[src/rtl/stepper_pkg.sv]
// Shared types for the stepper sequencer: FSM states and the command
// direction / step-mode encodings.
package stepper_pkg;

    typedef enum logic {
        ST_IDLE = 1'b0,
        ST_RUN  = 1'b1
    } state_t;

    typedef enum logic {
        DIR_REV = 1'b0,
        DIR_FWD = 1'b1
    } dir_t;

    typedef enum logic {
        MODE_FULL = 1'b0,
        MODE_HALF = 1'b1
    } mode_t;

endpackage

[src/rtl/stepper_phase_decode.sv]
// Maps the half-phase index h onto the coil pattern: even h energises one
// coil, odd h energises the two neighbouring coils.
module stepper_phase_decode #(
    parameter int PHASES = 4,
    parameter int H_W    = $clog2(2 * PHASES)
) (
    input  logic [H_W-1:0]    h,
    output logic [PHASES-1:0] pattern
);

    logic [H_W-1:0] lo;
    logic [H_W-1:0] hi;

    always_comb begin
        lo      = h >> 1;
        hi      = (lo == H_W'(PHASES - 1)) ? '0 : lo + H_W'(1);
        pattern = '0;
        for (int i = 0; i < PHASES; i++) begin
            pattern[i] = (lo == H_W'(i)) || (h[0] && (hi == H_W'(i)));
        end
    end

endmodule

[src/rtl/stepper_seq_ctrl.sv]
// Stepper-motor move sequencer: accepts a move command, walks the coil
// pattern at a fixed step rate, tracks position and pulses done at the end.
import stepper_pkg::*;

module stepper_seq_ctrl #(
    parameter int PHASES   = 4,
    parameter int POS_W    = 8,
    parameter int RATE_DIV = 2
) (
    input  logic              drv_clk,
    input  logic              reset,
    input  logic              cmd_valid,
    output logic              cmd_ready,
    input  logic              cmd_dir,
    input  logic              cmd_half,
    input  logic [POS_W-1:0]  cmd_steps,
    input  logic              abort,
    output logic [PHASES-1:0] motor_drv,
    output logic              busy,
    output logic              done,
    output logic [POS_W-1:0]  position
);

    localparam int HSTEPS = 2 * PHASES;
    localparam int H_W    = $clog2(HSTEPS);
    localparam int RC_W   = (RATE_DIV > 1) ? $clog2(RATE_DIV) : 1;

    localparam logic [RC_W-1:0] RC_LAST  = RC_W'(RATE_DIV - 1);
    localparam logic [H_W:0]    HSTEPS_X = (H_W + 1)'(HSTEPS);

    state_t           state_q, state_d;
    dir_t             dir_q, dir_d;
    mode_t            mode_q, mode_d;
    logic [RC_W-1:0]  rate_q, rate_d;
    logic [POS_W-1:0] rem_q, rem_d;
    logic [POS_W-1:0] pos_q, pos_d;
    logic [H_W-1:0]   h_q, h_d;
    logic             done_q, done_d;
    logic [PHASES-1:0] pattern;

    // One extra bit of headroom keeps the modular add/subtract overflow-free.
    function automatic logic [H_W-1:0] next_h(input logic [H_W-1:0] h,
                                              input dir_t dir,
                                              input mode_t mode);
        logic [H_W:0] amt;
        logic [H_W:0] hx;
        logic [H_W:0] res;
        amt = (mode == MODE_HALF) ? (H_W + 1)'(1) : (H_W + 1)'(2);
        hx  = {1'b0, h};
        if (dir == DIR_FWD) begin
            res = hx + amt;
            if (res >= HSTEPS_X) res = res - HSTEPS_X;
        end else begin
            res = (hx >= amt) ? hx - amt : hx + HSTEPS_X - amt;
        end
        return res[H_W-1:0];
    endfunction

    always_ff @(posedge drv_clk) begin
        if (reset) begin
            state_q <= ST_IDLE;
            dir_q   <= DIR_REV;
            mode_q  <= MODE_FULL;
            rate_q  <= '0;
            rem_q   <= '0;
            pos_q   <= '0;
            h_q     <= '0;
            done_q  <= 1'b0;
        end else begin
            state_q <= state_d;
            dir_q   <= dir_d;
            mode_q  <= mode_d;
            rate_q  <= rate_d;
            rem_q   <= rem_d;
            pos_q   <= pos_d;
            h_q     <= h_d;
            done_q  <= done_d;
        end
    end

    always_comb begin
        state_d = state_q;
        dir_d   = dir_q;
        mode_d  = mode_q;
        rate_d  = rate_q;
        rem_d   = rem_q;
        pos_d   = pos_q;
        h_d     = h_q;
        done_d  = 1'b0;
        case (state_q)
            ST_IDLE: begin
                if (cmd_valid) begin
                    state_d = ST_RUN;
                    dir_d   = dir_t'(cmd_dir);
                    mode_d  = mode_t'(cmd_half);
                    rem_d   = cmd_steps;
                    rate_d  = '0;
                end
            end
            ST_RUN: begin
                // Abort wins over any step due on the same edge, even the last one.
                if (abort) begin
                    state_d = ST_IDLE;
                end else if (rem_q == '0) begin
                    state_d = ST_IDLE;
                    done_d  = 1'b1;
                end else if (rate_q == RC_LAST) begin
                    rate_d = '0;
                    h_d    = next_h(h_q, dir_q, mode_q);
                    pos_d  = (dir_q == DIR_FWD) ? pos_q + POS_W'(1) : pos_q - POS_W'(1);
                    rem_d  = rem_q - POS_W'(1);
                    if (rem_q == POS_W'(1)) begin
                        state_d = ST_IDLE;
                        done_d  = 1'b1;
                    end
                end else begin
                    rate_d = rate_q + RC_W'(1);
                end
            end
            default: state_d = ST_IDLE;
        endcase
    end

    stepper_phase_decode #(
        .PHASES (PHASES),
        .H_W    (H_W)
    ) u_decode (
        .h       (h_q),
        .pattern (pattern)
    );

    assign cmd_ready = (state_q == ST_IDLE);
    assign busy      = (state_q == ST_RUN);
    assign motor_drv = busy ? pattern : '0;
    assign done      = done_q;
    assign position  = pos_q;

endmodule

[config.mk]
export PLATFORM = sky130hd
export DESIGN_NAME = stepper_seq_ctrl
export DESIGN_NICKNAME = d
export VERILOG_FILES = /design/src/rtl/stepper_pkg.sv /design/src/rtl/stepper_phase_decode.sv /design/src/rtl/stepper_seq_ctrl.sv
export SDC_FILE = /design/constraint.sdc
export NUM_CORES = 1
export LEC_CHECK = 0
export ABC_CLOCK_PERIOD_IN_PS = 4110
export CORE_ASPECT_RATIO = 0.9
export CORE_MARGIN = 2
export CORE_UTILIZATION = 42
export DETAILED_ROUTE_END_ITERATION = 8
export DONT_BUFFER_PORTS = 1
export PLACE_DENSITY = 0.54
export RECOVER_POWER = 100
export SLEW_MARGIN = 10
export SYNTH_ARGS = -nofsm -noshare
export SYNTH_HDL_FRONTEND = slang
export SYNTH_SLANG_ARGS = --single-unit
[constraint.sdc]
create_clock -name drv_clk -period 4.11 [get_ports drv_clk]
set_clock_uncertainty 0.1 [all_clocks]
set_input_delay 0.411 -clock drv_clk [delete_from_list [all_inputs] [get_ports drv_clk]]
set_output_delay 0.411 -clock drv_clk [all_outputs]
set_load 0.005 [all_outputs]
---- Word-level counts from Yosys, hierarchy flattened ----
Cells that the tools add are included.
word-level totals
  bits of input ports ..................... 14
  register bits after elaboration ......... 24
  logic and storage cells ................. 76
  output and inout port bits .............. 15
cells by class
  multiplexer cells ....................... 26
  bitwise operators ....................... 3
  reductions and logical operators ........ 16
  order comparisons ....................... 2
  equality and inequality tests ........... 11
  add/sub/neg operators ................... 10
operators by type and width
  operator               count
  $mux W8                5
  $pmux W8 S2            1
  $sub A8 B1 Y8 const B  2
  $mux W1                12
  $mux W3                4
  $add A8 B1 Y8 const B  1
  $eq A8 B1 Y1 const B   1
  $logic_not A8 Y1       1
  $reduce_and A4 Y1      2
  $eq A3 B2 Y1 const B   2
  $logic_not A3 Y1       2
  $ne A2 B2 Y1 const B   3
  $sub A3 B2 Y3          2
  $add A3 B2 Y4          1
  $eq A2 B2 Y1 const B   2
  $ge A4 B4 Y1 const B   1
  $logic_and A1 B1 Y1    4
  $logic_or A1 B1 Y1     4
  $mux W4                1
  $pmux W1 S2            2
  $add A2 B1 Y3 const B  1
  $add A3 B1 Y3 const B  1
  $eq A3 B1 Y1 const B   1
  $ge A3 B2 Y1           1
  9 further kinds        11

---- Depth between registers and ports, before layout ----
  depth after elaboration ................. 6
  depth in mapped cells ................... 8
  mapped depth without buffers ............ 8

---- Modules after synthesis ----
From an unflattened synthesis, not the netlist that was laid out.
second synthesis, totals
  cells, all modules ...................... 194
  area total of the unflattened synthesis .. 1,582.8 um^2
modules (own cells, without submodules)
  module                seq. area each (um^2)  instances  cells an instance  area an instance (um^2)
  stepper_seq_ctrl      480.5                  1          186                1,545.2
  stepper_phase_decode  0.0                    1          8                  37.5

---- Least setup slack after synthesis ----
No wires, ideal clock.
  path kind ............................... register -> register
  start point ............................. reg dir_q
  end point ............................... reg pos_q[7], in the netlist position[7]
  setup time .............................. 0.121 ns
  buffers on the path ..................... 0
  required time ........................... 3.889 ns
  path slack .............................. 1.846 ns
  period minus slack after synthesis ...... 2.264 ns
  stages on the path, launching flop included .. 8
  data arrival time ....................... 2.044 ns
  cell sequence ........................... dfxtp_1 > inv_1 > ha_1 > a21o_1 > a31o_1 > or3_1 > a21boi_1 > mux2_2
between the ends
  cells in the longest elaborated chain, start to end .. 1
ends and longest elaborated chain
  what                      RTL line                 RTL
  start: declaration        stepper_seq_ctrl.sv:32   dir_t dir_q, dir_d;
  start signal: assignment  stepper_seq_ctrl.sv:71   dir_q <= dir_d;
  $mux W8                   stepper_seq_ctrl.sv:110  pos_d = (dir_q == DIR_FWD) ? pos_q + POS_W'(1) : pos_q - POS_W'(1);
  end signal: assignment    stepper_seq_ctrl.sv:75   pos_q <= pos_d;
  end: declaration          stepper_seq_ctrl.sv:36   logic [POS_W-1:0] pos_q, pos_d;
No other way between the ends.
A chain may end at the register's enable or synchronous reset.

---- Final worst setup path ----
  start point ............................. reg state_q, in the netlist busy
  end point ............................... reg pos_q[5], in the netlist position[5]
between the ends
  cells in the longest elaborated chain, start to end .. 1
ends and longest elaborated chain
  what                                RTL line                RTL
  start: declaration                  stepper_seq_ctrl.sv:31  state_t state_q, state_d;
  start signal: assignment            stepper_seq_ctrl.sv:70  state_q <= state_d;
  $reduce_and A4 Y1 (no source line)  --
No other way between the ends.

==> results.toml <==
[floorplanning]
ios = 29
start_util_pct = 43.80
die_w_um = 69.52
die_h_um = 62.97
rows = 21
dieArea_mm2 = 0.004378
core_mm2 = 0.003705

[detailed_routing]
routedWlPerCell_um = 14.53
dr.pass1.iters = 4
wirelength_mm = 3.342
drc_errors = 0
drtIter0Drc = 55
postRouteAntennaNets = 0
vias_per_cell = 5.626
vias = 1294

[critical_path]
timing.rr.end = "position[5]$_SDFFE_PP0P_"
slowest_delay_ns = 0.69
cp.depth = 5
critical_path.endpoint = "position[5]$_SDFFE_PP0P_"
endpoint_kind = "register"
required_ns = 4.20
crit_path_start_kind = "register"
rr_startpoint = "busy$_SDFF_PP0_"
cp_max_fo = 15
arrival_ns = 2.95
crit_type = "reg2reg"
worstPathCellList = "nand2b_1 -> a311oi_4 -> clkbuf_1 -> or3b_1 -> a31oi_1"
critical-path-top-delay-family = "compound AO/OA/AOI/OAI gates"
cp-startpoint = "busy$_SDFF_PP0_"
crit_buf_inv = 1
ff2ff_setup_slack_ns = 1.25
cp_slowest_cell = "a311oi_4"
ff2ff_path_depth = 5

[placed_design]
gp_congestion = 0.8342
dp_cells = 226
io_buffers = 0
hpwl_mm = 2.493

[timing]
tightest_slew_ns = 0.9674
max_freq_mhz = 349.4
finalHoldViolations = 0
setup_viol = 0
fin_hold_ws_ns = 0.1051
max_slew_margin_pct = 35.38
rsz0062_at_grt = "no"
period_share_pct = 69.63
finalSetupTns_ns = 0
timing.final.crit_period_ns = 2.862
maxSlewViolCount = 0

[power_and_ir_drop]
clockPowerShare_pct = 31.7
p_int_uw = 366.9
seq_power_share_pct = 50.5
switching_power_uw = 142.1
ir_drop_mv = 0.1486
leakage_uw = 0.0006084
p_sw_share_pct = 27.92
combPwrFrac_pct = 17.8
powerDensity_mw_per_mm2 = 305.5

[clock_network]
cts-htree-levels = 1
post_cts_buffers = 0
hold_buffers = 0
clock_path_buffers = 2
clk_pin_slew_ns = 0.09
cts_root_buffer = "clkbuf_8"
cts_tree = "done"
clock_sinks = 24
numCtsBuffers = 3
clock_insertion_delay_worst_skew_ns = 0.26
ctsResizeCount = 0

[layout]
fillers = 366
drive_above_1_share_pct = 8.696
regArea_um2 = 480.5
multi_input_area_mm2 = 0.001025
finalNetCount = 213
final_cell_count_no_fill = 230
antenna_cells = 0
area_delta_synth_final_pct = 2.699

[global_routing]
grt_pass1_wl_mm = 5.754
grt_max_degree = 28
antenna_found_initial = 0
grt_usage_pct = 15.91
grt.overflow.total = 0
grt_pass1_vias = 1251

[yosys]
synth.top_cells.by_count = "dfxtp_1 (24), nor2_1 (22), a21oi_1 (13), nand2_1 (13), inv_1 (12)"
yosysTopAreaCellShare_pct = 29.61
synthArstFlopShare_pct = 0
synth_flop_cell = "dfxtp_1"
yosys.area.top_type = "dfxtp_1"
syn_area_mm2 = 0.001623
netlist_instances = 188
syn_avg_cell_area_um2 = 8.632
synth.most_common_cell = "dfxtp_1"
synth_edf_count = 0
synthTopCellsByArea = "dfxtp_1 (30%), ha_1 (8.5%), nor2_1 (5.1%)"
syn-num-nets = 216
ys_seq_area_share_pct = 29.61
ys_types = 47
synth-seq-cells = 24
ys_warn_count = 0

[hold_path]
whs_path_depth = 1
min_path_type = "in2reg"

[flow_run]
maxCapViolCount = 0

[run_status]
status = "finished clean"
## layer usage
layer / up-vias / wire [um] / GRT usage [%]
met3: 2 / 171 / 3.871
li1: 661 / - / -
met4: 0 / 20 / 3.676
met2: 26 / 1469 / 26.08
met1: 605 / 1679 / 21.10
met5: - / 0 / 0
## flip-flops by register name, summed over array words and instances, names as in the netlist
name      count
done          1
rem_q         8
mode_q        1
busy          1
h_q           3
position      8
dir_q         1
rate_q        1
## power by group through the flow
stage | sequential [uW] | combinational [uW] | clock, uW
floorplan | 257 | 83.9 | 0
global placement | 262 | 89.1 | 0
detailed placement | 263 | 91.0 | 0
CTS | 257 | 91.5 | 168
global route | 259 | 102 | 180
finish | 257 | 90.4 | 161
## final cells by class
cell class,instances,share of cell area [%]
timing repair buffer,1,0.2252
multi-input combinational,143,61.49
sequential,24,28.83
inverter,12,2.703
tap,46,3.453
clock buffer,4,3.303
## stage by stage
stage / instance area [um^2] / setup slack, ns / utilization (%) / total power [uW]
global route: 1667 / 1.025 / 44.98 / 540.7
floorplan: 1623 / 1.846 / - / 341.2
global placement: 1625 / 1.563 / 43.87 / 351.3
detailed placement: 1625 / 1.447 / 43.87 / 353.6
finish: 1667 / 1.248 / 44.98 / 509.1
CTS: 1680 / 1.425 / 45.36 / 517.1
## cell usage in the layout (no fill, tap or decap), types with 2 or more instances in the layout
master	netlist	layout
nand3_1	5	5
mux2_2	4	4
a21o_1	4	4
mux2i_1	4	4
clkbuf_8	0	4
nor2b_1	5	5
nand2_1	13	13
nor3_1	5	5
a211oi_1	2	4
ha_1	11	11
nor2_1	22	22
nor4_1	2	2
fa_1	3	3
o21ai_0	11	11
a31oi_1	6	6
nand2b_1	2	2
dfxtp_1	24	24
inv_1	12	12
a21oi_1	13	13
xnor2_1	5	5
## kinds of logic after synthesis
logic type | share of synthesized area [%]
AOI/OAI and AO/OA | 20.90
buffers and inverters | 6.630
and+or+nand+nor | 22.21
adders and majority gates | 12.18
DFF | 29.61
muxes | 5.243
xor gates and xnor gates | 3.238
## worst min-delay path by stage
| stage | startpoint | to | slack, ns |
|---|---|---|---|
| global route | reset | h_q[1]$_SDFFE_PP0P_ | 0.08 |
| detailed placement | rem_q[1]$_SDFFE_PP0P_ | rem_q[1]$_SDFFE_PP0P_ | 0.36 |
| floorplan | rem_q[1]$_SDFFE_PP0P_ | rem_q[1]$_SDFFE_PP0P_ | 0.34 |
| finish | reset | h_q[1]$_SDFFE_PP0P_ | 0.11 |
| CTS | reset | h_q[0]$_SDFFE_PP0P_ | 0.09 |
| global placement | rem_q[1]$_SDFFE_PP0P_ | rem_q[1]$_SDFFE_PP0P_ | 0.36 |
Power figures use the tool's default switching activity.
